<file path="config.mk">
export PLATFORM = sky130hd
export DESIGN_NAME = hazard_ctrl_unit_flat
export DESIGN_NICKNAME = d
export VERILOG_FILES = /design/src/rtl/hazard_pkg.sv /design/src/rtl/hazard_ctrl_unit_if.sv /design/src/rtl/hazard_fwd_sel.sv /design/src/rtl/hazard_ctrl_unit.sv /design/src/flat_wrapper.sv
export SDC_FILE = /design/constraint.sdc
export NUM_CORES = 1
export LEC_CHECK = 0
export CAP_MARGIN = 25
export CORE_MARGIN = 2
export CORE_UTILIZATION = 40
export DETAILED_ROUTE_END_ITERATION = 16
export HOLD_SLACK_MARGIN = 0.12
export PLACE_DENSITY_LB_ADDON = 0.15
export SLEW_MARGIN = 10
export SYNTH_ARGS = -nofsm -noshare
export SYNTH_HDL_FRONTEND = slang
export SYNTH_SLANG_ARGS = --single-unit
</file>
<file path="constraint.sdc">
create_clock -name clk -period 2.3 [get_ports clk]
set_input_delay 0.345 -clock clk [delete_from_list [all_inputs] [get_ports clk]]
set_output_delay 0.345 -clock clk [all_outputs]
set_load 0.02 [all_outputs]
</file>
<file path="src/rtl/hazard_pkg.sv">
// Shared constants for the pipeline hazard controller.
// Holds FSM state codes, forwarding selects and result-select codes.
package hazard_pkg;

    // FSM state codes
    typedef logic [1:0] hz_state_t;
    localparam hz_state_t ST_RST_FLUSH  = 2'd0;
    localparam hz_state_t ST_RUN        = 2'd1;
    localparam hz_state_t ST_HALT_DRAIN = 2'd2;
    localparam hz_state_t ST_HALTED     = 2'd3;

    // Operand forwarding selects
    localparam logic [1:0] FWD_RF = 2'b00;
    localparam logic [1:0] FWD_W  = 2'b01;
    localparam logic [1:0] FWD_M  = 2'b10;

    // ResultSrc code of a load
    localparam logic [1:0] RESULT_SRC_LOAD = 2'b01;

endpackage

</file>
<file path="src/rtl/hazard_ctrl_unit_if.sv">
// Datapath <-> hazard controller bundle.
// HAZARD_PERF_CNT_EN adds the stall/flush performance counters.
interface hazard_ctrl_unit_if;
    logic [4:0] Rs1D;
    logic [4:0] Rs2D;
    logic [4:0] Rs1E;
    logic [4:0] Rs2E;
    logic [4:0] RdE;
    logic [1:0] ResultSrcE;
    logic       PCSrcE;
    logic [4:0] RdM;
    logic       RegWriteM;
    logic [4:0] RdW;
    logic       RegWriteW;
    logic       halt_req;
    logic       StallF;
    logic       StallD;
    logic       FlushD;
    logic       FlushE;
    logic [1:0] ForwardAE;
    logic [1:0] ForwardBE;
    logic       halt_ack;
`ifdef HAZARD_PERF_CNT_EN
    logic [31:0] stall_cycles;
    logic [31:0] flush_events;
`endif

    modport master (
        output Rs1D, Rs2D, Rs1E, Rs2E, RdE, ResultSrcE, PCSrcE,
        output RdM, RegWriteM, RdW, RegWriteW, halt_req,
`ifdef HAZARD_PERF_CNT_EN
        input  stall_cycles, flush_events,
`endif
        input  StallF, StallD, FlushD, FlushE,
        input  ForwardAE, ForwardBE, halt_ack
    );

    modport slave (
        input  Rs1D, Rs2D, Rs1E, Rs2E, RdE, ResultSrcE, PCSrcE,
        input  RdM, RegWriteM, RdW, RegWriteW, halt_req,
`ifdef HAZARD_PERF_CNT_EN
        output stall_cycles, flush_events,
`endif
        output StallF, StallD, FlushD, FlushE,
        output ForwardAE, ForwardBE, halt_ack
    );
endinterface

</file>
<file path="src/rtl/hazard_fwd_sel.sv">
// Forwarding select for one E-stage source operand.
// M-stage result has priority over W-stage result; x0 never forwards.
module hazard_fwd_sel
    import hazard_pkg::*;
(
    input  logic [4:0] rs_i,
    input  logic [4:0] RdM_i,
    input  logic       RegWriteM_i,
    input  logic [4:0] RdW_i,
    input  logic       RegWriteW_i,
    output logic [1:0] sel_o
);

    // Pick the youngest in-flight producer of rs
    always_comb begin
        sel_o = FWD_RF;
        if (RegWriteM_i && (RdM_i == rs_i) && (RdM_i != 5'd0))
            sel_o = FWD_M;
        else if (RegWriteW_i && (RdW_i == rs_i) && (RdW_i != 5'd0))
            sel_o = FWD_W;
    end

endmodule

</file>
<file path="src/rtl/hazard_ctrl_unit.sv">
// Hazard controller: forwarding, load-use stall, branch flush,
// post-reset flush and debug halt/drain. Macro: HAZARD_PERF_CNT_EN.
module hazard_ctrl_unit
    import hazard_pkg::*;
#(
    parameter int unsigned RESET_FLUSH_CYCLES = 2,
    parameter int unsigned HALT_DRAIN_CYCLES  = 3
)(
    input logic              clk,
    input logic              rst,
    hazard_ctrl_unit_if.slave hz
);

    localparam logic [3:0] RST_CNT   = 4'(RESET_FLUSH_CYCLES - 1);
    localparam logic [3:0] DRAIN_CNT = 4'(HALT_DRAIN_CYCLES - 1);

    hz_state_t  state_q, state_d;
    logic [3:0] cnt_q, cnt_d;
    logic       ack_q, ack_d;
    logic       lw_stall;

    hazard_fwd_sel u_fwd_a (
        .rs_i        (hz.Rs1E),
        .RdM_i       (hz.RdM),
        .RegWriteM_i (hz.RegWriteM),
        .RdW_i       (hz.RdW),
        .RegWriteW_i (hz.RegWriteW),
        .sel_o       (hz.ForwardAE)
    );

    hazard_fwd_sel u_fwd_b (
        .rs_i        (hz.Rs2E),
        .RdM_i       (hz.RdM),
        .RegWriteM_i (hz.RegWriteM),
        .RdW_i       (hz.RdW),
        .RegWriteW_i (hz.RegWriteW),
        .sel_o       (hz.ForwardBE)
    );

    assign lw_stall = (hz.ResultSrcE == RESULT_SRC_LOAD)
                    && (hz.RdE != 5'd0)
                    && ((hz.RdE == hz.Rs1D) || (hz.RdE == hz.Rs2D));

    // Stall/flush decode from state and live hazards
    always_comb begin
        hz.StallF = 1'b0;
        hz.StallD = 1'b0;
        hz.FlushD = 1'b0;
        hz.FlushE = 1'b0;
        unique case (state_q)
            ST_RST_FLUSH: begin
                hz.StallF = 1'b1;
                hz.FlushD = 1'b1;
                hz.FlushE = 1'b1;
            end
            ST_RUN: begin
                hz.StallF = lw_stall & ~hz.PCSrcE;
                hz.StallD = lw_stall & ~hz.PCSrcE;
                hz.FlushD = hz.PCSrcE;
                hz.FlushE = hz.PCSrcE | lw_stall;
            end
            ST_HALT_DRAIN, ST_HALTED: begin
                hz.StallF = 1'b1;
                hz.StallD = 1'b1;
                hz.FlushE = 1'b1;
            end
            default: ;
        endcase
    end

    // Next-state: reset flush, run, halt drain, halted
    always_comb begin
        state_d = state_q;
        cnt_d   = cnt_q;
        ack_d   = ack_q;
        unique case (state_q)
            ST_RST_FLUSH: begin
                if (cnt_q == 4'd0) state_d = ST_RUN;
                else               cnt_d   = cnt_q - 4'd1;
            end
            ST_RUN: begin
                if (hz.halt_req && !hz.PCSrcE && !lw_stall) begin
                    state_d = ST_HALT_DRAIN;
                    cnt_d   = DRAIN_CNT;
                end
            end
            ST_HALT_DRAIN: begin
                if (!hz.halt_req) begin
                    state_d = ST_RUN;
                end else if (cnt_q == 4'd0) begin
                    state_d = ST_HALTED;
                    ack_d   = 1'b1;
                end else begin
                    cnt_d = cnt_q - 4'd1;
                end
            end
            ST_HALTED: begin
                if (!hz.halt_req) begin
                    state_d = ST_RUN;
                    ack_d   = 1'b0;
                end
            end
            default: begin
                state_d = ST_RST_FLUSH;
                cnt_d   = RST_CNT;
                ack_d   = 1'b0;
            end
        endcase
    end

    // Control state registers
    always_ff @(posedge clk or posedge rst) begin
        if (rst) begin
            state_q <= ST_RST_FLUSH;
            cnt_q   <= RST_CNT;
            ack_q   <= 1'b0;
        end else begin
            state_q <= state_d;
            cnt_q   <= cnt_d;
            ack_q   <= ack_d;
        end
    end

    assign hz.halt_ack = ack_q;

`ifdef HAZARD_PERF_CNT_EN
    logic [31:0] stall_cnt_q;
    logic [31:0] flush_cnt_q;

    // Free-running RUN-state stall and branch-flush counters
    always_ff @(posedge clk or posedge rst) begin
        if (rst) begin
            stall_cnt_q <= 32'd0;
            flush_cnt_q <= 32'd0;
        end else if (state_q == ST_RUN) begin
            if (hz.StallD) stall_cnt_q <= stall_cnt_q + 32'd1;
            if (hz.PCSrcE) flush_cnt_q <= flush_cnt_q + 32'd1;
        end
    end

    assign hz.stall_cycles = stall_cnt_q;
    assign hz.flush_events = flush_cnt_q;
`endif

endmodule

</file>
<file path="src/flat_wrapper.sv">
// flat-port wrapper written by rule: the top's interface ports become plain ports
module hazard_ctrl_unit_flat import hazard_pkg::*;
#(
    parameter int unsigned RESET_FLUSH_CYCLES = 2,
    parameter int unsigned HALT_DRAIN_CYCLES  = 3
)
  (clk, rst, hz_Rs1D, hz_Rs2D, hz_Rs1E, hz_Rs2E, hz_RdE, hz_ResultSrcE, hz_PCSrcE, hz_RdM, hz_RegWriteM, hz_RdW, hz_RegWriteW, hz_halt_req, hz_StallF, hz_StallD, hz_FlushD, hz_FlushE, hz_ForwardAE, hz_ForwardBE, hz_halt_ack);
  hazard_ctrl_unit_if hz_i ();
  input logic clk;
  input logic rst;
  input wire logic [$bits(hz_i.Rs1D)-1:0] hz_Rs1D;
  input wire logic [$bits(hz_i.Rs2D)-1:0] hz_Rs2D;
  input wire logic [$bits(hz_i.Rs1E)-1:0] hz_Rs1E;
  input wire logic [$bits(hz_i.Rs2E)-1:0] hz_Rs2E;
  input wire logic [$bits(hz_i.RdE)-1:0] hz_RdE;
  input wire logic [$bits(hz_i.ResultSrcE)-1:0] hz_ResultSrcE;
  input wire logic [$bits(hz_i.PCSrcE)-1:0] hz_PCSrcE;
  input wire logic [$bits(hz_i.RdM)-1:0] hz_RdM;
  input wire logic [$bits(hz_i.RegWriteM)-1:0] hz_RegWriteM;
  input wire logic [$bits(hz_i.RdW)-1:0] hz_RdW;
  input wire logic [$bits(hz_i.RegWriteW)-1:0] hz_RegWriteW;
  input wire logic [$bits(hz_i.halt_req)-1:0] hz_halt_req;
  output wire logic [$bits(hz_i.StallF)-1:0] hz_StallF;
  output wire logic [$bits(hz_i.StallD)-1:0] hz_StallD;
  output wire logic [$bits(hz_i.FlushD)-1:0] hz_FlushD;
  output wire logic [$bits(hz_i.FlushE)-1:0] hz_FlushE;
  output wire logic [$bits(hz_i.ForwardAE)-1:0] hz_ForwardAE;
  output wire logic [$bits(hz_i.ForwardBE)-1:0] hz_ForwardBE;
  output wire logic [$bits(hz_i.halt_ack)-1:0] hz_halt_ack;
  assign hz_i.Rs1D = hz_Rs1D;
  assign hz_i.Rs2D = hz_Rs2D;
  assign hz_i.Rs1E = hz_Rs1E;
  assign hz_i.Rs2E = hz_Rs2E;
  assign hz_i.RdE = hz_RdE;
  assign hz_i.ResultSrcE = hz_ResultSrcE;
  assign hz_i.PCSrcE = hz_PCSrcE;
  assign hz_i.RdM = hz_RdM;
  assign hz_i.RegWriteM = hz_RegWriteM;
  assign hz_i.RdW = hz_RdW;
  assign hz_i.RegWriteW = hz_RegWriteW;
  assign hz_i.halt_req = hz_halt_req;
  assign hz_StallF = hz_i.StallF;
  assign hz_StallD = hz_i.StallD;
  assign hz_FlushD = hz_i.FlushD;
  assign hz_FlushE = hz_i.FlushE;
  assign hz_ForwardAE = hz_i.ForwardAE;
  assign hz_ForwardBE = hz_i.ForwardBE;
  assign hz_halt_ack = hz_i.halt_ack;
  hazard_ctrl_unit #(.RESET_FLUSH_CYCLES(RESET_FLUSH_CYCLES), .HALT_DRAIN_CYCLES(HALT_DRAIN_CYCLES)) u_core (.clk(clk), .rst(rst), .hz(hz_i));
endmodule
</file>
==> reports/metrics.cfg, run 1 <==
[grt]
overflow=0
grt_pass1_wl_mm=5.064
grtUsageTotal=0.2391
antenna_found_initial=0
grt_start_max_net_pins=13
grtUsageMet1=0.2467
grtUsageMet2=0.4614
grt-busiest-layer=met2
met3_usage=0.05556
grt_pass1_vias=1240

[logic_synthesis]
synth_mux_area_frac=0.01000
syn_nets=172
synth_xor_area_frac=0.2625
yosysSeqAreaShare=0.1763
post_synth.cell_area_avg_um2=8.205
netlist_area_um2=1001
yosys.area_share.simple=0.2525
synth_seq_cells=7
synth.distinct_cells=36
ys_warn_count=0
synth_adder_area_share=0.08750
synth_compound_gate_area_share=0.1700
synth_cells=122
synth_top_family_by_area=XOR/XNOR gates

[floorplanning]
row_count=18
die-area_um2=2919
start_util=0.4115
dieWidth_um=54.03
coreArea_um2=2432
ios=52
die_y_um=54.03

[flow_run]
maxCapViolations=0

[clock_network]
numCtsBuffers=3
numClockSinks=7
cts_setup_buffers=0
hold_buffers=0
htreeDepth=1
path_clk_slew_ns=0.05
cts_buffer_depth=2
cts_tree=yes
root_buffer=clkbuf_4
insertion_delay_ns=0.26

[drt]
drt_iter0_markers=28
vias_per_cell=5.553
postRouteAntennaNets=0
first_pass_iters=4
vias=1266
wire_per_inst_um=14.51
routed_wl_mm=3.308
drc=0

[worst_setup_path]
max_stage_delay_ns=0.55
r2r_setup_slack_ns=0.26
crit_chain=dlygate4sd2_1 > buf_6 > xor2_1 > or4_1 > nor4_1 > buf_2
crit_arrival_ns=1.85
crit_required_ns=1.96
start_kind=primary input
crit_type=primary input to output pin
crit_slowest_cell=or4_1
endpoint_kind=output pin
path_max_fanout=2

[finish]
fin_nets=249
antenna_cells=0
final_common_cell=clkdlybuf4s50_1
synthToLayoutAreaGrowth_pct=77.00
stdcell_area_um2=1772
layout_common_cells=26 x clkdlybuf4s50_1, 21 x buf_4, 16 x xnor2_1
drive_gt1_frac=0.2222
fillCellCount=180

[timing]
fin_crit_ns=2.196
finClkSkew_ns=0.0006100
hold_viol=0
setup_tns_ns=0
timing.final.ws_setup_ns=0.1043
setup_viol=0
whs_ns=0.3120
relSlewSlack=0.7382
finalMaxSlewViolations=0
fmax_mhz=455.4
tightest_slew_ns=0.3919
finalCritPeriodShare=0.9546

[power]
swShare=0.4805
intPower_w=0.0006627
max-vdd-ir-drop_uv=525.3
power_w=0.001276
pwr-share-comb=0.700
p_sw_w=0.0006130
p_per_area_nw_per_um2=720.1
power_frac_clock=0.093
cellLeakagePower_nw=0.8100
pwr-share-seq=0.206

[place]
place.gp.congestion=0.8731
pre_cts_ws_ns=-0.5771
hpwl_mm=2.726
io_buffers=51
placed_area_um2=1710

[hold_path]
hold_path_class=primary input to asynchronous set/reset pin

[outcome]
status=completed

cell usage after synthesis:
cell | count | area (um^2)
nor2_1 | 3 | 11.26
nor4b_2 | 1 | 15.01
nand4b_1 | 2 | 17.52
or3b_2 | 1 | 8.760
nor3b_2 | 1 | 12.51
o22ai_1 | 1 | 6.260
nor3b_1 | 2 | 15.01
o221ai_1 | 1 | 8.760
mux2i_1 | 1 | 10.01
a2111o_1 | 2 | 22.52
xor2_1 | 14 | 122.6
nand3b_1 | 1 | 7.510
a21o_1 | 1 | 7.510
or3_1 | 1 | 6.260
nor2_2 | 1 | 6.260
nand2_1 | 6 | 22.52
o21ai_0 | 7 | 35.03
nor4b_1 | 1 | 8.760
dfstp_2 | 1 | 26.28
nand4_1 | 1 | 6.260
dfrtp_1 | 6 | 150.1
nand3_1 | 5 | 25.02
a31oi_1 | 5 | 31.28
nor4_1 | 5 | 31.28
nor3_1 | 2 | 10.01
o21ai_1 | 4 | 20.02
a21oi_1 | 3 | 15.01
o21bai_1 | 1 | 7.510
xnor2_1 | 16 | 140.1
a211oi_1 | 1 | 7.510
inv_1 | 10 | 37.54
ha_1 | 7 | 87.58
and4_4 | 1 | 11.26
or4_1 | 5 | 37.54
clkbuf_1 | 1 | 3.750
a31o_1 | 1 | 8.760
logic make-up after synthesis:
kind of cell | Yosys count
buffers and inverters | 11
AND/OR/NAND/NOR | 39
adder cells (fa/ha/maj) | 7
XOR/XNOR | 30
flip-flops | 7
multiplexers | 1
AO/OA/AOI/OAI | 27
power by group through the flow:
stage	registers [W]	logic (W)	clock network, W
after global placement	0.000252	0.000866	0
after CTS	0.000259	0.000892	0.000120
after global routing	0.000270	0.000996	0.000126
after floorplan	0.000252	0.000550	0
after detailed placement	0.000261	0.000902	0
final	0.000263	0.000894	0.000119
stage by stage:
step | instances | util
6_report | 228 | 0.7284
5_1_grt | 228 | 0.7284
4_1_cts | 228 | 0.7191
3_5_place_dp | 224 | 0.7032
3_3_place_gp | 224 | 0.7032
2_1_floorplan | 122 | -
worst max-delay path, delay by kind of cell:
kind	cells	cell delay, ns
xor gates and xnor gates	1	0.13
and+or+nand+nor	2	0.78
buffers and inverters	3	0.60
per-layer routing:
layer	part of all wire	wire, um	up-vias
li1	-	-	603
met1	0.37	1214	593
met2	0.52	1734	56
met3	0.072	238	14
met4	0.037	121	0
met5	0	0	-
final timing paths:
| path | startpoint | end | cells past startpoint |
|---|---|---|---|
| max | hz_RdW[1] | hz_ForwardAE[0] | 6 |
| min | rst | u_core.state_q[0]$_DFFE_PP0P_ | 2 |
| max reg2reg | u_core.cnt_q[0]$_DFFE_PP1P_ | u_core.cnt_q[2]$_DFFE_PP0P_ | 7 |
| min reg2reg | u_core.cnt_q[0]$_DFFE_PP1P_ | u_core.cnt_q[0]$_DFFE_PP1P_ | 1 |
| max in group asynchronous | rst | u_core.cnt_q[0]$_DFFE_PP1P_ | 2 |
| min in group clk | u_core.cnt_q[0]$_DFFE_PP1P_ | u_core.cnt_q[0]$_DFFE_PP1P_ | 1 |
timing repair:
item / in CTS / in global routing
resized for setup: 46 / 11
endpoints found under the setup margin: 7 / 7
pin swaps: 5 / 5
final cells by class:
| type | instances | area, um^2 | area share |
|---|---|---|---|
| Timing Repair Buffer | 73 | 670.6 | 0.3785 |
| Sequential cell | 7 | 176.4 | 0.09958 |
| Clock buffer | 4 | 26.28 | 0.01483 |
| Inverter | 10 | 37.54 | 0.02119 |
| Tap cell | 30 | 37.54 | 0.02119 |
| Multi-Input combinational cell | 104 | 823.3 | 0.4647 |
state kept, by name (all words and copies together) (netlist names):
name	count
u_core.cnt_q	4
u_core.state_q	2
u_core.hz.halt_ack	1
Note: power is estimated with default switching activity, not from simulation.
==> run 2: changes to the inputs <==
--- a/config.mk
+++ b/config.mk
@@ -7,7 +7,7 @@
 export LEC_CHECK = 0
 export CAP_MARGIN = 25
 export CORE_MARGIN = 2
-export CORE_UTILIZATION = 40
+export CORE_UTILIZATION = 43
 export DETAILED_ROUTE_END_ITERATION = 16
 export HOLD_SLACK_MARGIN = 0.12
 export PLACE_DENSITY_LB_ADDON = 0.15
==> constraint.sdc (replaced) <==
create_clock -name clk -period 2.7 [get_ports clk]
set_input_delay 0.405 -clock clk [delete_from_list [all_inputs] [get_ports clk]]
set_output_delay 0.405 -clock clk [all_outputs]
set_load 0.02 [all_outputs]
==> run 2 against run 1 <==
Final cell count shrank 2.2%. Largest power group unchanged. Power decreased by 16%. Clock power fell by 19%. Clock skew grew 0.0025 ns.
==> reports/metrics.cfg, run 2 (synthesized netlist as in run 1, its figures left out) <==
[worst_setup_path]
critical_path_buf_inv_count=2
crit_chain=clkdlybuf4s50_1 > or4_1 > o21ai_1 > or4_1 > nor4_2 > clkdlybuf4s15_2
crit_slowest_cell=or4_1
max_stage_delay_ns=0.55
start_kind=primary input
crit_required_ns=2.30
crit_type=primary input to output pin
crit_path_frequent_cell=or4_1
crit_arrival_ns=2.24
path_max_fanout=2
path_delay_family=simple AND/OR/NAND/NOR gates
endpoint_kind=output pin

[timing]
fmax_mhz=378.1
grt_setup_unrepaired=no
finClkSkew_ns=0.003156
tightest_slew_ns=0.4475
fin_crit_ns=2.645
hold_viol=0
relSlewSlack=0.6989
finalMaxSlewViolations=0
timing.final.ws_setup_ns=0.05517
finalCritPeriodShare=0.9796
setup_viol=0

[floorplanning]
dieWidth_um=52.25
start_util=0.4525
row_count=17
coreArea_um2=2212
die_y_um=52.25
die-area_um2=2730
ios=52

[hold_path]
hold_path_class=primary input to asynchronous set/reset pin

[place]
placed_area_um2=1685
pre_cts_ws_ns=-0.3300
io_buffers=51
place.gp.congestion=0.8700
hpwl_mm=2.525

[drt]
first_pass_iters=4
drt_iter0_markers=51
wire_per_inst_um=13.82
vias=1202
postRouteAntennaNets=0
vias_per_cell=5.390
routed_wl_mm=3.081
drc=0

[finish]
fin_nets=246
antenna_cells=0
regMostFlops=u_core.cnt_q
drive_gt1_frac=0.1795
final_common_cell=clkdlybuf4s50_1
layout_common_cells=44 x clkdlybuf4s50_1, 19 x buf_4, 16 x xnor2_1
largest_register_ffs=4
fillCellCount=140
stdcell_area_um2=1730
synthToLayoutAreaGrowth_pct=72.88

[grt]
antenna_found_initial=0
grt_pass1_wl_mm=5.147
grtUsageTotal=0.2499
overflow=0
grt_pass1_vias=1233
grt_start_max_net_pins=10

[clock_network]
cts_tree=yes
root_buffer=clkbuf_4
numClockSinks=7
path_clk_slew_ns=0.05
insertion_delay_ns=0.25
hold_buffers=0
cts_setup_buffers=0
cts_buffer_depth=2
numCtsBuffers=3
htreeDepth=1

[power]
max-vdd-ir-drop_uv=438.7
p_per_area_nw_per_um2=621.0
cellLeakagePower_nw=0.7135

[outcome]
status=completed

[flow_run]
maxCapViolations=0

## run 2: changes by cell type in the layout (fill, tap and decap cells not counted), sizes merged
cell,delta
dlygate4sd2,-5
buf,-7
clkdlybuf4s50,+18
clkdlybuf4s15,-1
dlymetal6s2s,-8
## run 2: power breakdown
group | switching [W] | internal, W
Sequential | 0.0000562 | 0.000164
Combinational | 0.000404 | 0.000354
Clock | 0.0000400 | 0.0000565
Total | 0.000500 | 0.000574
## run 2: repair_timing
item / in CTS / in global routing
pin swaps: 0 / 1
gates resized for setup: 16 / 3
setup endpoints to repair: 7 / 2
## run 2: path summary, 6_finish.rpt
check / start / endpoint / slack, ns / cells past startpoint
worst max register to register: u_core.cnt_q[0]$_DFFE_PP1P_ / u_core.cnt_q[1]$_DFFE_PP0P_ / 0.74 / 7
worst max-delay path: hz_RdW[1] / hz_ForwardAE[0] / 0.06 / 6
worst min register to register: u_core.cnt_q[0]$_DFFE_PP1P_ / u_core.cnt_q[0]$_DFFE_PP1P_ / 0.49 / 1
worst min-delay path: rst / u_core.hz.halt_ack$_DFFE_PP0P_ / 0.38 / 2
min in group clk: u_core.cnt_q[0]$_DFFE_PP1P_ / u_core.cnt_q[0]$_DFFE_PP1P_ / 0.49 / 1
max in group asynchronous: rst / u_core.cnt_q[0]$_DFFE_PP1P_ / 2.04 / 2
## run 2: layout make-up
cell class / count / area [um^2] / share of cell area
Timing Repair Buffer: 70 / 643.1 / 0.3717
Clock buffer: 4 / 26.28 / 0.01518
Multi-Input combinational cell: 104 / 812.0 / 0.4693
Sequential cell: 7 / 176.4 / 0.1020
Tap cell: 28 / 35.03 / 0.02025
Inverter: 10 / 37.54 / 0.02169
## run 2: per-layer routing
metal	vias to the layer above	GRT usage	wire length, um
met2	51	0.4641	1593
met5	-	0	0
met3	8	0.04286	233
met4	0	0.09402	51
li1	594	-	-
met1	549	0.2808	1203
## run 2: through the flow
stage                     setup TNS [ns]  instances  utilization  power [W]  hold slack (ns)
after floorplan                        0        122            -  0.0006831           0.2077
after global placement           -0.7571        219       0.7619  0.0009508           0.4804
after detailed placement          -1.197        219       0.7619  0.0009749           0.4832
after CTS                              0        223       0.7794   0.001064           0.3946
after global routing                   0        223       0.7822   0.001180           0.4217
final                                  0        223       0.7822   0.001075           0.3801
